`src/rtl/instcycle_ctrl_if.sv`:
```
// ----------------------------------------------------------------------------
// instcycle_ctrl_if
// Bundles the sequencer's bus handshakes, core control inputs and status
// outputs. clk/rst stay outside the bundle as plain module ports.
//
// Handshake rules (both buses):
//   A request (if_req_o / mem_req_o) stays high until the matching ready
//   (if_ready_i / mem_ready_i) is sampled high at a rising edge. That edge
//   completes the transfer. A ready that arrives while its request is low
//   is ignored.
//
// Modports:
//   master - the sequencer: drives requests, stage counter and status
//   slave  - the bus/core side: drives readies, mem_access_i and halt_i
// ----------------------------------------------------------------------------
interface instcycle_ctrl_if;
   logic        if_ready_i;
   logic        mem_access_i;
   logic        mem_ready_i;
   logic        halt_i;
   logic [7:0]  instcycle_cnt_val;
   logic        if_req_o;
   logic        mem_req_o;
   logic        commit_o;
   logic [63:0] instret_o;
   logic        timeout_o;

   modport master (
      input  if_ready_i, mem_access_i, mem_ready_i, halt_i,
      output instcycle_cnt_val, if_req_o, mem_req_o, commit_o, instret_o,
             timeout_o
   );

   modport slave (
      output if_ready_i, mem_access_i, mem_ready_i, halt_i,
      input  instcycle_cnt_val, if_req_o, mem_req_o, commit_o, instret_o,
             timeout_o
   );
endinterface

```
`src/rtl/instcycle_ctrl.sv`:
```
// ----------------------------------------------------------------------------
// instcycle_ctrl
// Multi-cycle instruction sequencer for the non-pipelined core. The 8-bit
// stage counter (0=IF 1=ID 2=EX 3=MEM 4=WB) is the FSM state itself and is
// exported directly as instcycle_cnt_val. The block owns the fetch and data
// bus request/ready handshakes, skips MEM waits for non-memory instructions,
// counts retired instructions, and aborts bus waits that exceed TIMEOUT.
//
// Parameters:
//   TIMEOUT - wait cycles allowed in IF or MEM before abort (0 = disabled)
// Ports:
//   clk - clock, rising edge
//   rst - synchronous active-high reset
//   bus - instcycle_ctrl_if.master: readies, mem_access_i, halt_i in;
//         stage counter, requests, commit, instret, timeout out
// ----------------------------------------------------------------------------
module instcycle_ctrl #(
   parameter int unsigned TIMEOUT = 255
) (
   input  logic              clk,
   input  logic              rst,
   instcycle_ctrl_if.master  bus
);

   typedef enum logic [7:0] {
      ST_IF  = 8'd0,
      ST_ID  = 8'd1,
      ST_EX  = 8'd2,
      ST_MEM = 8'd3,
      ST_WB  = 8'd4
   } state_t;

   localparam logic [7:0] TIMEOUT_V  = TIMEOUT[7:0];
   localparam logic       TIMEOUT_EN = (TIMEOUT != 0);

   // Kept as a plain 8-bit register so that out-of-range values can exist
   // (e.g. after an upset) and be steered back to IF by the default arm.
   logic [7:0]  state_q;
   logic [7:0]  state_nxt;
   logic [7:0]  wait_q;
   logic [7:0]  wait_nxt;
   logic [63:0] instret_q;
   logic        timeout_q;
   logic        retire;
   logic        abort;
   logic [7:0]  wait_inc;

   // Saturate so a disabled timeout never lets the count wrap back to 0.
   assign wait_inc = (wait_q == 8'hFF) ? 8'hFF : wait_q + 8'd1;

   // ------------------------------------------------------------------------
   // State register
   // ------------------------------------------------------------------------
   always_ff @(posedge clk) begin
      if (rst) begin
         state_q   <= ST_IF;
         wait_q    <= 8'd0;
         instret_q <= 64'd0;
         timeout_q <= 1'b0;
      end else begin
         state_q <= state_nxt;
         wait_q  <= wait_nxt;
         if (retire) begin
            instret_q <= instret_q + 64'd1;
         end
         if (abort) begin
            timeout_q <= 1'b1;
         end
      end
   end

   // ------------------------------------------------------------------------
   // Next state, wait counter, retire/abort strobes
   // ------------------------------------------------------------------------
   always_comb begin
      state_nxt = state_q;
      wait_nxt  = 8'd0;
      retire    = 1'b0;
      abort     = 1'b0;
      case (state_q)
         ST_IF: begin
            if (bus.halt_i) begin
               state_nxt = ST_IF;
            end else if (bus.if_ready_i) begin
               // Ready beats a timeout falling on the same edge.
               state_nxt = ST_ID;
            end else if (TIMEOUT_EN && (wait_q == TIMEOUT_V)) begin
               abort     = 1'b1;
               state_nxt = ST_IF;
            end else begin
               wait_nxt  = wait_inc;
            end
         end
         ST_ID: begin
            state_nxt = ST_EX;
         end
         ST_EX: begin
            state_nxt = ST_MEM;
         end
         ST_MEM: begin
            if (!bus.mem_access_i || bus.mem_ready_i) begin
               state_nxt = ST_WB;
            end else if (TIMEOUT_EN && (wait_q == TIMEOUT_V)) begin
               abort     = 1'b1;
               state_nxt = ST_IF;
            end else begin
               wait_nxt  = wait_inc;
            end
         end
         ST_WB: begin
            retire    = 1'b1;
            state_nxt = ST_IF;
         end
         default: begin
            state_nxt = ST_IF;
         end
      endcase
   end

   // ------------------------------------------------------------------------
   // Outputs: requests and commit are combinational and forced low in reset
   // so an in-flight transaction is dropped in the very cycle rst rises.
   // ------------------------------------------------------------------------
   assign bus.if_req_o          = !rst && (state_q == ST_IF) && !bus.halt_i;
   assign bus.mem_req_o         = !rst && (state_q == ST_MEM) && bus.mem_access_i;
   assign bus.commit_o          = !rst && (state_q == ST_WB);
   assign bus.instcycle_cnt_val = state_q;
   assign bus.instret_o         = instret_q;
   assign bus.timeout_o         = timeout_q;

endmodule

```
`src/flat_wrapper.sv`:
```
// flat-port wrapper written by rule: the top's interface ports become plain ports
module instcycle_ctrl_flat 
#(
   parameter int unsigned TIMEOUT = 255
)
  (clk, rst, bus_if_ready_i, bus_mem_access_i, bus_mem_ready_i, bus_halt_i, bus_instcycle_cnt_val, bus_if_req_o, bus_mem_req_o, bus_commit_o, bus_instret_o, bus_timeout_o);
  instcycle_ctrl_if bus_i ();
  input  logic clk;
  input  logic rst;
  input wire logic [$bits(bus_i.if_ready_i)-1:0] bus_if_ready_i;
  input wire logic [$bits(bus_i.mem_access_i)-1:0] bus_mem_access_i;
  input wire logic [$bits(bus_i.mem_ready_i)-1:0] bus_mem_ready_i;
  input wire logic [$bits(bus_i.halt_i)-1:0] bus_halt_i;
  output wire logic [$bits(bus_i.instcycle_cnt_val)-1:0] bus_instcycle_cnt_val;
  output wire logic [$bits(bus_i.if_req_o)-1:0] bus_if_req_o;
  output wire logic [$bits(bus_i.mem_req_o)-1:0] bus_mem_req_o;
  output wire logic [$bits(bus_i.commit_o)-1:0] bus_commit_o;
  output wire logic [$bits(bus_i.instret_o)-1:0] bus_instret_o;
  output wire logic [$bits(bus_i.timeout_o)-1:0] bus_timeout_o;
  assign bus_i.if_ready_i = bus_if_ready_i;
  assign bus_i.mem_access_i = bus_mem_access_i;
  assign bus_i.mem_ready_i = bus_mem_ready_i;
  assign bus_i.halt_i = bus_halt_i;
  assign bus_instcycle_cnt_val = bus_i.instcycle_cnt_val;
  assign bus_if_req_o = bus_i.if_req_o;
  assign bus_mem_req_o = bus_i.mem_req_o;
  assign bus_commit_o = bus_i.commit_o;
  assign bus_instret_o = bus_i.instret_o;
  assign bus_timeout_o = bus_i.timeout_o;
  instcycle_ctrl #(.TIMEOUT(TIMEOUT)) u_core (.clk(clk), .rst(rst), .bus(bus_i));
endmodule
```
`config.mk`:
```
export PLATFORM = sky130hd
export DESIGN_NAME = instcycle_ctrl_flat
export DESIGN_NICKNAME = d
export VERILOG_FILES = /design/src/rtl/instcycle_ctrl_if.sv /design/src/rtl/instcycle_ctrl.sv /design/src/flat_wrapper.sv
export SDC_FILE = /design/constraint.sdc
export NUM_CORES = 1
export LEC_CHECK = 0
export CELL_PAD_IN_SITES_DETAIL_PLACEMENT = 2
export CELL_PAD_IN_SITES_GLOBAL_PLACEMENT = 2
export CORE_MARGIN = 10
export CORE_UTILIZATION = 40
export CTS_CLUSTER_DIAMETER = 50
export DETAILED_ROUTE_END_ITERATION = 8
export DONT_BUFFER_PORTS = 1
export GPL_TIMING_DRIVEN = 0
export PLACE_DENSITY = 0.93
export SYNTH_ARGS = -nofsm -noshare
export SYNTH_HDL_FRONTEND = slang
export SYNTH_SLANG_ARGS = --single-unit
export TNS_END_PERCENT = 100
```
`constraint.sdc`:
```
create_clock -name clk -period 3.4 [get_ports clk]
set_input_delay 0.85 -clock clk [delete_from_list [all_inputs] [get_ports clk]]
set_output_delay 0.85 -clock clk [all_outputs]
set_load 0.005 [all_outputs]
```
Word level (Yosys, flattened, before mapping):

Cells that the tools add are included.

* input bits: 6
* output and inout bits: 76
* logic and storage cells: 37
* register bits after elaboration: 81

* muxes and demuxes: 16
* $add $sub $neg: 2
* reductions and logical operators: 10
* equality and inequality tests: 5

Operators with widths (number)
* 64-bit by 1-bit adder with 64-bit output, second input constant: 1
* 8-bit two-way mux: 8
* 8-bit one-hot mux with 4 select lines: 1
* 8-bit by 2-bit == test with 1-bit output, second input constant: 2
* 8-bit one-hot mux with 2 select lines: 1
* 8-bit by 1-bit adder with 8-bit output, second input constant: 1
* 8-bit by 1-bit == test with 1-bit output, second input constant: 1
* 8-bit by 3-bit == test with 1-bit output, second input constant: 1
* 8-bit == test, second input constant: 1
* 8-bit zero test: 1
* 1-bit logical AND: 5
* 1-bit two-way mux: 5
* 1-bit zero test: 3
* 1-bit one-hot mux with 2 select lines: 1
* 1-bit logical OR: 1

Longest topological paths before layout:

Gate-level depths: netlist of run 1.

* depth after elaboration: 5
* gate-level depth with buffers: 8
* depth with buffers taken out: 6

Least setup slack after synthesis of run 1:

No wires, ideal clock.

* path kind: input -> output
* start: in rst
* end: out bus_mem_req_o
* slack: 0.963 ns
* path buffers: 2
* required time: 2.550 ns
* data arrival time: 1.587 ns
* stages on the path: 3
* path through: clkbuf_1 > clkbuf_1 > nor4b_1

* longest elaborated chain between the ends: 3

Ends and longest elaborated chain
* from (decl): RTL line flat_wrapper.sv:9 `input logic rst;`
* 1-bit zero test: RTL line instcycle_ctrl.sv:125 `assign bus.mem_req_o = !rst && (state_q == ST_MEM) && bus.mem_access_i;`
* 1-bit logical AND (2 in a row): RTL line instcycle_ctrl.sv:125
* to (decl): RTL line flat_wrapper.sv:16 `output wire logic [$bits(bus_i.mem_req_o)-1:0] bus_mem_req_o;`

Every way passes these cells.

Final worst setup path of run 1:

* start: reg u_core.state_q[1], in the netlist u_core.bus.instcycle_cnt_val[1]
* end: reg u_core.instret_q[50], in the netlist u_core.bus.instret_o[50]

* longest elaborated chain between the ends: 2

Ends and longest elaborated chain
* from (decl): RTL line instcycle_ctrl.sv:38 `logic [7:0] state_q;`
* from (signal assigned): RTL line instcycle_ctrl.sv:61 `state_q <= state_nxt;`
* 8-bit by 3-bit == test with 1-bit output: RTL line instcycle_ctrl.sv:80 `case (state_q)`
* 1-bit two-way mux: RTL line instcycle_ctrl.sv:80
* to (signal assigned): RTL line instcycle_ctrl.sv:64 `instret_q <= instret_q + 64'd1;`
* to (decl): RTL line instcycle_ctrl.sv:42 `logic [63:0] instret_q;`

Every way passes these cells.
A chain may end at the register's enable or synchronous reset.

==> flow_summary_export.csv, run 1 <==
group,metric,value,unit
run_status,status,"finished clean",
yosys,synth.largest_area_cell,"dfxtp_1",
clock_tree,ctsHoldBuffers,0,
sta,tightest_slew,0.946,ns
yosys,syn_area,3900,sq um
critical_path,r2r_setup_slack,0.38,ns
placed_design,hpwl,10.3,mm
power,peakVddDrop,0.205,mV
route,drcViolationCount,0,
critical_path,crit_chain,"or4_4 > nor4_4 > nand3_4 > buf_6 > clkbuf_1 > o31ai_1 > a21oi_1",
yosys,synth_seq_area_share,41.6,%
route,dr_total_vias,3744,
die,die_width,119,um
global_routing,grt-busiest-layer,"met2",
die,dieArea,14100,sq um
yosys,async_flop_share,0,%
critical_path,arrival,3.26,ns
layout,syn_to_final_growth,10.4,%
critical_path,critPathTopFamily,"simple AND/OR/NAND/NOR gates",
sta,finalCritPeriodShare,88.8,%
clock_tree,h-tree-depth,3,
layout,finish.instance_area,4300,sq um
global_routing,grt_pass1_vias,4318,
yosys,synth.avg_cell_area,8.36,sq um
sta,final-max-slew-violation-count,0,
sta,fin_hold_ws,0.483,ns
clock_tree,insertion_delay,0.38,ns
clock_tree,numCtsBuffers,9,
placed_design,routabilityCongestion,0.785,
sta,fmax,331,MHz
critical_path,cp_slowest_stage_delay,0.61,ns
route,drt-initial-drc-count,209,
yosys,ys_types,45,
min_path,hp-class,"flip-flop to flip-flop",
clock_tree,path_clk_slew,0.09,ns
sta,rsz0062_at_grt,"false",
global_routing,grt_util_met1,22.8,%
yosys,syn_inst,466,
clock_tree,post_cts_buffers,0,
clock_tree,clockBufferDepth,2,
clock_tree,cts_tree,"built",
global_routing,overflow,0,
yosys,synth_seq_cells,81,
route,drtPass1Iterations,4,
power,leakagePower,1.31,nW
power,total_power,1.83,mW
route,wire_per_inst,24.2,um
critical_path,start_kind,"flip-flop",
critical_path,cp-end-kind,"flip-flop",
placed_design,io_buffers,0,
yosys,synth_edf_count,0,
yosys,synth-main-ff-cell,"dfxtp_1",
clock_tree,clock-root-buffer,"clkbuf_8",
route,final_antenna_net_count,0,
critical_path,path_class,"flip-flop to flip-flop",
power,power.density,425,nW/um^2
sta,finalCriticalPeriod,3.02,ns
global_routing,grt.total_usage,21.1,%
global_routing,grt_pass1_wl,24.3,mm
sta,setup_viol,0,
global_routing,use_met3,7.52,%
yosys,synthTopCellsByCount,"dfxtp_1, nor2_1, a21oi_1, nand3_1, nand2_1",
die,initial_utilization,41.6,%
sta,skew,0.0193,ns
yosys,synth_top_area_share,41.6,%
die,rows,35,
die,die_y,119,um
sta,hold_violations,0,
global_routing,grt_max_degree,13,
placed_design,post_dp_cell_area,4070,sq um
job,cap_violations,0,
global_routing,antenna_found_initial,0,
global_routing,use_met2,36.8,%
layout,antennaDiodeCount,0,
clock_tree,cts-resized-gates,0,
yosys,synthMostInstantiatedCell,"dfxtp_1",
yosys,synthTopCellsByArea,"dfxtp_1, nor2_1, a21oi_1",
die,ios,82,
die,coreArea,9370,sq um
critical_path,cp.required,3.64,ns
clock_tree,cts_sinks,81,
route,wl,14.9,mm
route,viasPerCell,6.10,
layout,fin_nets,489,
layout,drive_above_1_share,7.42,%
yosys,synth-warning-count,0,
sta,slew_headroom,36.5,%
sta,fin_tns_setup,0,ns
critical_path,slowest_stage,"or4_4",
critical_path,path_max_fanout,10,
critical_path,crit_buf_inv,2,
## power by group
group | switching, mW | internal [mW] | total, mW
registers | 0.00380 | 0.951 | 0.955
clock network | 0.370 | 0.471 | 0.841
logic | 0.0250 | 0.00617 | 0.0312
total | 0.398 | 1.43 | 1.83
## cell usage in the layout, fill, tap and decap left out, types with 2 or more instances in the layout
| master | instances |
|---|---|
| o21ai_0 | 11 |
| or3b_2 | 2 |
| or2_2 | 5 |
| nor2b_1 | 8 |
| clkbuf_8 | 12 |
| nor4_1 | 9 |
| clkbuf_1 | 18 |
| and3_1 | 12 |
| or3_1 | 12 |
| xnor2_1 | 14 |
| nor3_1 | 13 |
| bufinv_16 | 2 |
| nand2_1 | 31 |
| mux2_2 | 6 |
| nand3b_1 | 2 |
| ha_1 | 2 |
| dfxtp_1 | 81 |
| a21oi_1 | 37 |
| nor2_1 | 51 |
| and4_1 | 5 |
| nand3_1 | 35 |
| or4_1 | 20 |
| conb_1 | 5 |
| xor2_1 | 16 |
| and2_1 | 2 |
| inv_1 | 11 |
| nand4_1 | 22 |
| o31ai_1 | 22 |
## worst paths after layout
path                              end                            start  depth (start not counted)
min                  u_core.wait_q[0]                 u_core.wait_q[0]                          1
max          u_core.bus.instret_o[50]  u_core.bus.instcycle_cnt_val[1]                          7
min reg2reg          u_core.wait_q[0]                 u_core.wait_q[0]                          1
max reg2reg  u_core.bus.instret_o[50]  u_core.bus.instcycle_cnt_val[1]                          7
## cell type report
class,instances,area [sq um]
fill,1082,5070
multi-input combinational,358,2160
sequential,81,1620
clock buffer,13,169
tap,129,161
buffer,20,83.8
clock inverter,2,60.1
inverter,11,41.3
## flip-flops by register name, summed over array words and instances, names as in the netlist
signal	count
u_core.bus.instcycle_cnt_val	8
u_core.bus.instret_o	64
u_core.bus.timeout_o	1
u_core.wait_q	8
## routing by layer
| metal | share of wire [%] | vias up |
|---|---|---|
| met2 | 51 | 114 |
| li1 | - | 1730 |
| met3 | 7.7 | 31 |
| met5 | 0 | - |
| met4 | 2.3 | 0 |
| met1 | 39 | 1869 |
## cell families after synthesis
| family | count (synthesis) | share of synthesized area [%] |
|---|---|---|
| adder cells (fa/ha/maj) | 2 | 0.642 |
| buffers and inverters | 31 | 3.21 |
| other | 1 | 0.0962 |
| AO/OA/AOI/OAI | 74 | 11.2 |
| multiplexers | 6 | 1.73 |
| XOR/XNOR | 30 | 6.74 |
| AND/OR/NAND/NOR | 241 | 34.8 |
| flip-flops | 81 | 41.6 |
## through the flow
step | worst slack [ns] | utilization [%] | cells
2_1_floorplan | 0.963 | - | 470
6_report | 0.381 | 45.9 | 614
3_5_place_dp | 0.454 | 43.5 | 599
4_1_cts | 0.373 | 45.9 | 614
5_1_grt | 0.250 | 45.9 | 614
3_3_place_gp | 0.551 | 43.5 | 599
No activity file was read; power rests on OpenSTA's default activity.
==> inputs of run 2 (changes only) <==
ABC_AREA = 1   (was unset)
CORE_UTILIZATION = 36   (was 40)
==> run 2 against run 1 <==
Non-clock buffer count is 12 lower. Critical path depth is 4 lower. Synthesized area increased by 18%. Sequential power hardly changed. Sequential share of layout area fell by 6.1 points. Global-route usage grew 2.3 points. Power grew 13%. Flip-flop and latch count unchanged. Die area up 25%. Worst setup slack improved by 0.12 ns. Count of clock-buffer cells in the layout is the same. Critical endpoint is now bus_commit_o. Highest routed layer unchanged.
==> flow_summary_export.csv, run 2 <==
group,metric,value,unit
run_status,status,"finished clean",
die,ios,82,
critical_path,rr_startpoint,"u_core.bus.instret_o[5]",
route,viasPerCell,5.48,
critical_path,r2r_end,"u_core.bus.instret_o[59]",
clock_tree,path_clk_slew,0.06,ns
critical_path,path_class,"primary input to output pin",
yosys,syn_area,4590,sq um
layout,fin_nets,762,
die,coreArea,12600,sq um
critical_path,cp.required,2.55,ns
die,die_y,133,um
layout,final_common_cell,"nand2_1",
sta,tightest_slew,0.791,ns
clock_tree,h-tree-depth,3,
layout,largest_reg_flops,64,
clock_tree,clock-root-buffer,"clkbuf_16",
yosys,syn_inst,739,
critical_path,start_kind,"primary input",
critical_path,r2r_setup_slack,1.28,ns
yosys,synthTopCellsByArea,"dfxtp_1, nand2_1, nor2_1",
yosys,ys_types,30,
yosys,async_flop_share,0,%
power,leakagePower,1.86,nW
sta,slew_headroom,47.3,%
sta,rsz0062_at_grt,"false",
clock_tree,cts_tree,"built",
die,dieArea,17700,sq um
die,die_width,133,um
sta,final-max-slew-violation-count,0,
yosys,synth_seq_area_share,35.3,%
clock_tree,numCtsBuffers,9,
yosys,synth.avg_cell_area,6.21,sq um
layout,seq_area,1620,sq um
sta,skew,0.00882,ns
route,drcViolationCount,0,
layout,syn_to_final_growth,11.9,%
power,power.density,402,nW/um^2
layout,multiInputGateArea,2540,sq um
sta,setup_viol,0,
sta,finalCriticalPeriod,2.90,ns
yosys,synth-warning-count,0,
placed_design,dp.cells,915,
route,final_antenna_net_count,0,
yosys,synth_edf_count,0,
yosys,synth.largest_area_cell,"dfxtp_1",
min_path,holdPathStages,1,
critical_path,crit_top_cell,"buf_1",
critical_path,path_max_fanout,10,
job,cap_violations,0,
yosys,synth-main-ff-cell,"dfxtp_1",
global_routing,grt.total_usage,23.4,%
sta,finalCritPeriodShare,85.4,%
critical_path,crit_chain,"buf_1 > buf_1 > nor2_1",
global_routing,grt_max_degree,13,
clock_tree,ctsHoldBuffers,0,
sta,fin_tns_setup,0,ns
layout,drive_above_1_share,6.86,%
min_path,hp-class,"flip-flop to flip-flop",
critical_path,cp-end-kind,"output pin",
global_routing,grt_pass1_wl,32.5,mm
global_routing,overflow,0,
placed_design,io_buffers,0,
critical_path,slowest_stage,"buf_1",
die,initial_utilization,36.5,%
sta,fmax,344,MHz
route,wl,20.6,mm
critical_path,cp_slowest_stage_delay,0.52,ns
min_path,worstHoldStart,"u_core.wait_q[0]",
placed_design,routabilityCongestion,0.883,
placed_design,hpwl,15.9,mm
die,rows,41,
clock_tree,cts-resized-gates,0,
yosys,synthTopCellsByCount,"nand2_1, nor2_1, inv_1, dfxtp_1, nand3_1",
yosys,synth_seq_cells,81,
yosys,synth_top_area_share,35.3,%
power,peakVddDrop,0.221,mV
global_routing,antenna_found_initial,0,
clock_tree,cts_sinks,81,
route,wire_per_inst,22.2,um
layout,mostFrequentLayoutCells,"nand2_1, nor2_1, inv_1",
clock_tree,post_cts_buffers,0,
clock_tree,clockBufferDepth,2,
layout,layoutNonFillerInstCount,930,
critical_path,r2r_cells,10,
yosys,synthMostInstantiatedCell,"nand2_1",
layout,fin_util,40.9,%
layout,antennaDiodeCount,0,
route,drt-initial-drc-count,257,
min_path,min_to,"u_core.wait_q[0]",
sta,hold_violations,0,
clock_tree,insertion_delay,0.36,ns
route,drtPass1Iterations,5,
route,dr_total_vias,5099,
global_routing,grt_pass1_vias,5691,
critical_path,crit_buf_inv,2,
critical_path,cp.depth,3,
critical_path,arrival,2.05,ns
layout,fillCellCount,1602,
critical_path,critPathTopFamily,"buffers and inverters",
==> run 2: report_power, final <==
part	switching, mW	internal (mW)
registers	0.00367	0.952
logic	0.0318	0.00817
clock network	0.423	0.644
total	0.459	1.60
==> run 2: per-layer routing <==
metal  track usage, %  wire length [um]
met3             5.87              1180
met5                0                 0
met1             25.6              8370
met2             42.2             10500
met4             8.80               558
==> run 2: stage by stage <==
stage | power (mW) | setup WS, ns | hold WS [ns] | area [sq um]
after floorplan | 0.999 | 1.06 | 0.413 | 4600
final | 2.06 | 0.497 | 0.479 | 5130
after CTS | 2.07 | 0.480 | 0.492 | 5130
after global placement | 1.01 | 0.485 | 0.426 | 4820
after detailed placement | 1.02 | 0.467 | 0.492 | 4820
after global routing | 2.12 | 0.385 | 0.507 | 5130
==> run 2: cell type report <==
cell class / instances / area share, %
multi-input cells: 547 / 49.5
flip-flops and latches: 81 / 31.6
inverters: 107 / 7.82
clock buffers: 13 / 5.46
well taps: 172 / 4.19
plain buffers: 8 / 0.780
clock inverters: 2 / 0.682
==> run 2: worst max path at each step <==
stage                     start            to  slack, ns
after CTS                   rst  bus_commit_o       0.48
after global placement      rst  bus_commit_o       0.49
after global routing        rst  bus_commit_o       0.39
after detailed placement    rst  bus_commit_o       0.47
final                       rst  bus_commit_o       0.50
after floorplan             rst  bus_commit_o       1.06
==> run 2: logic make-up (layout without fill, tap and decap cells) <==
family | Yosys count | in the layout | synth area share, %
and+or+nand+nor | 471 | 471 | 45.4
buffers and inverters | 115 | 130 | 9.62
DFF | 81 | 81 | 35.3
AOI/OAI and AO/OA | 53 | 53 | 5.94
xor gates and xnor gates | 16 | 16 | 3.05
adders and majority gates | 2 | 2 | 0.545
other | 1 | 5 | 0.0817
==> run 2: worst reg2reg max path: stages (launching register included) <==
cell and delay [ns]:
dfxtp_1 0.45, nand2_1 0.15, nor2_1 0.17, nand2_1 0.20, inv_2 0.13, nand2_2 0.12
nor2_2 0.22, nand4_1 0.28, nand2_1 0.16, nand2_1 0.08, nor2_1 0.10
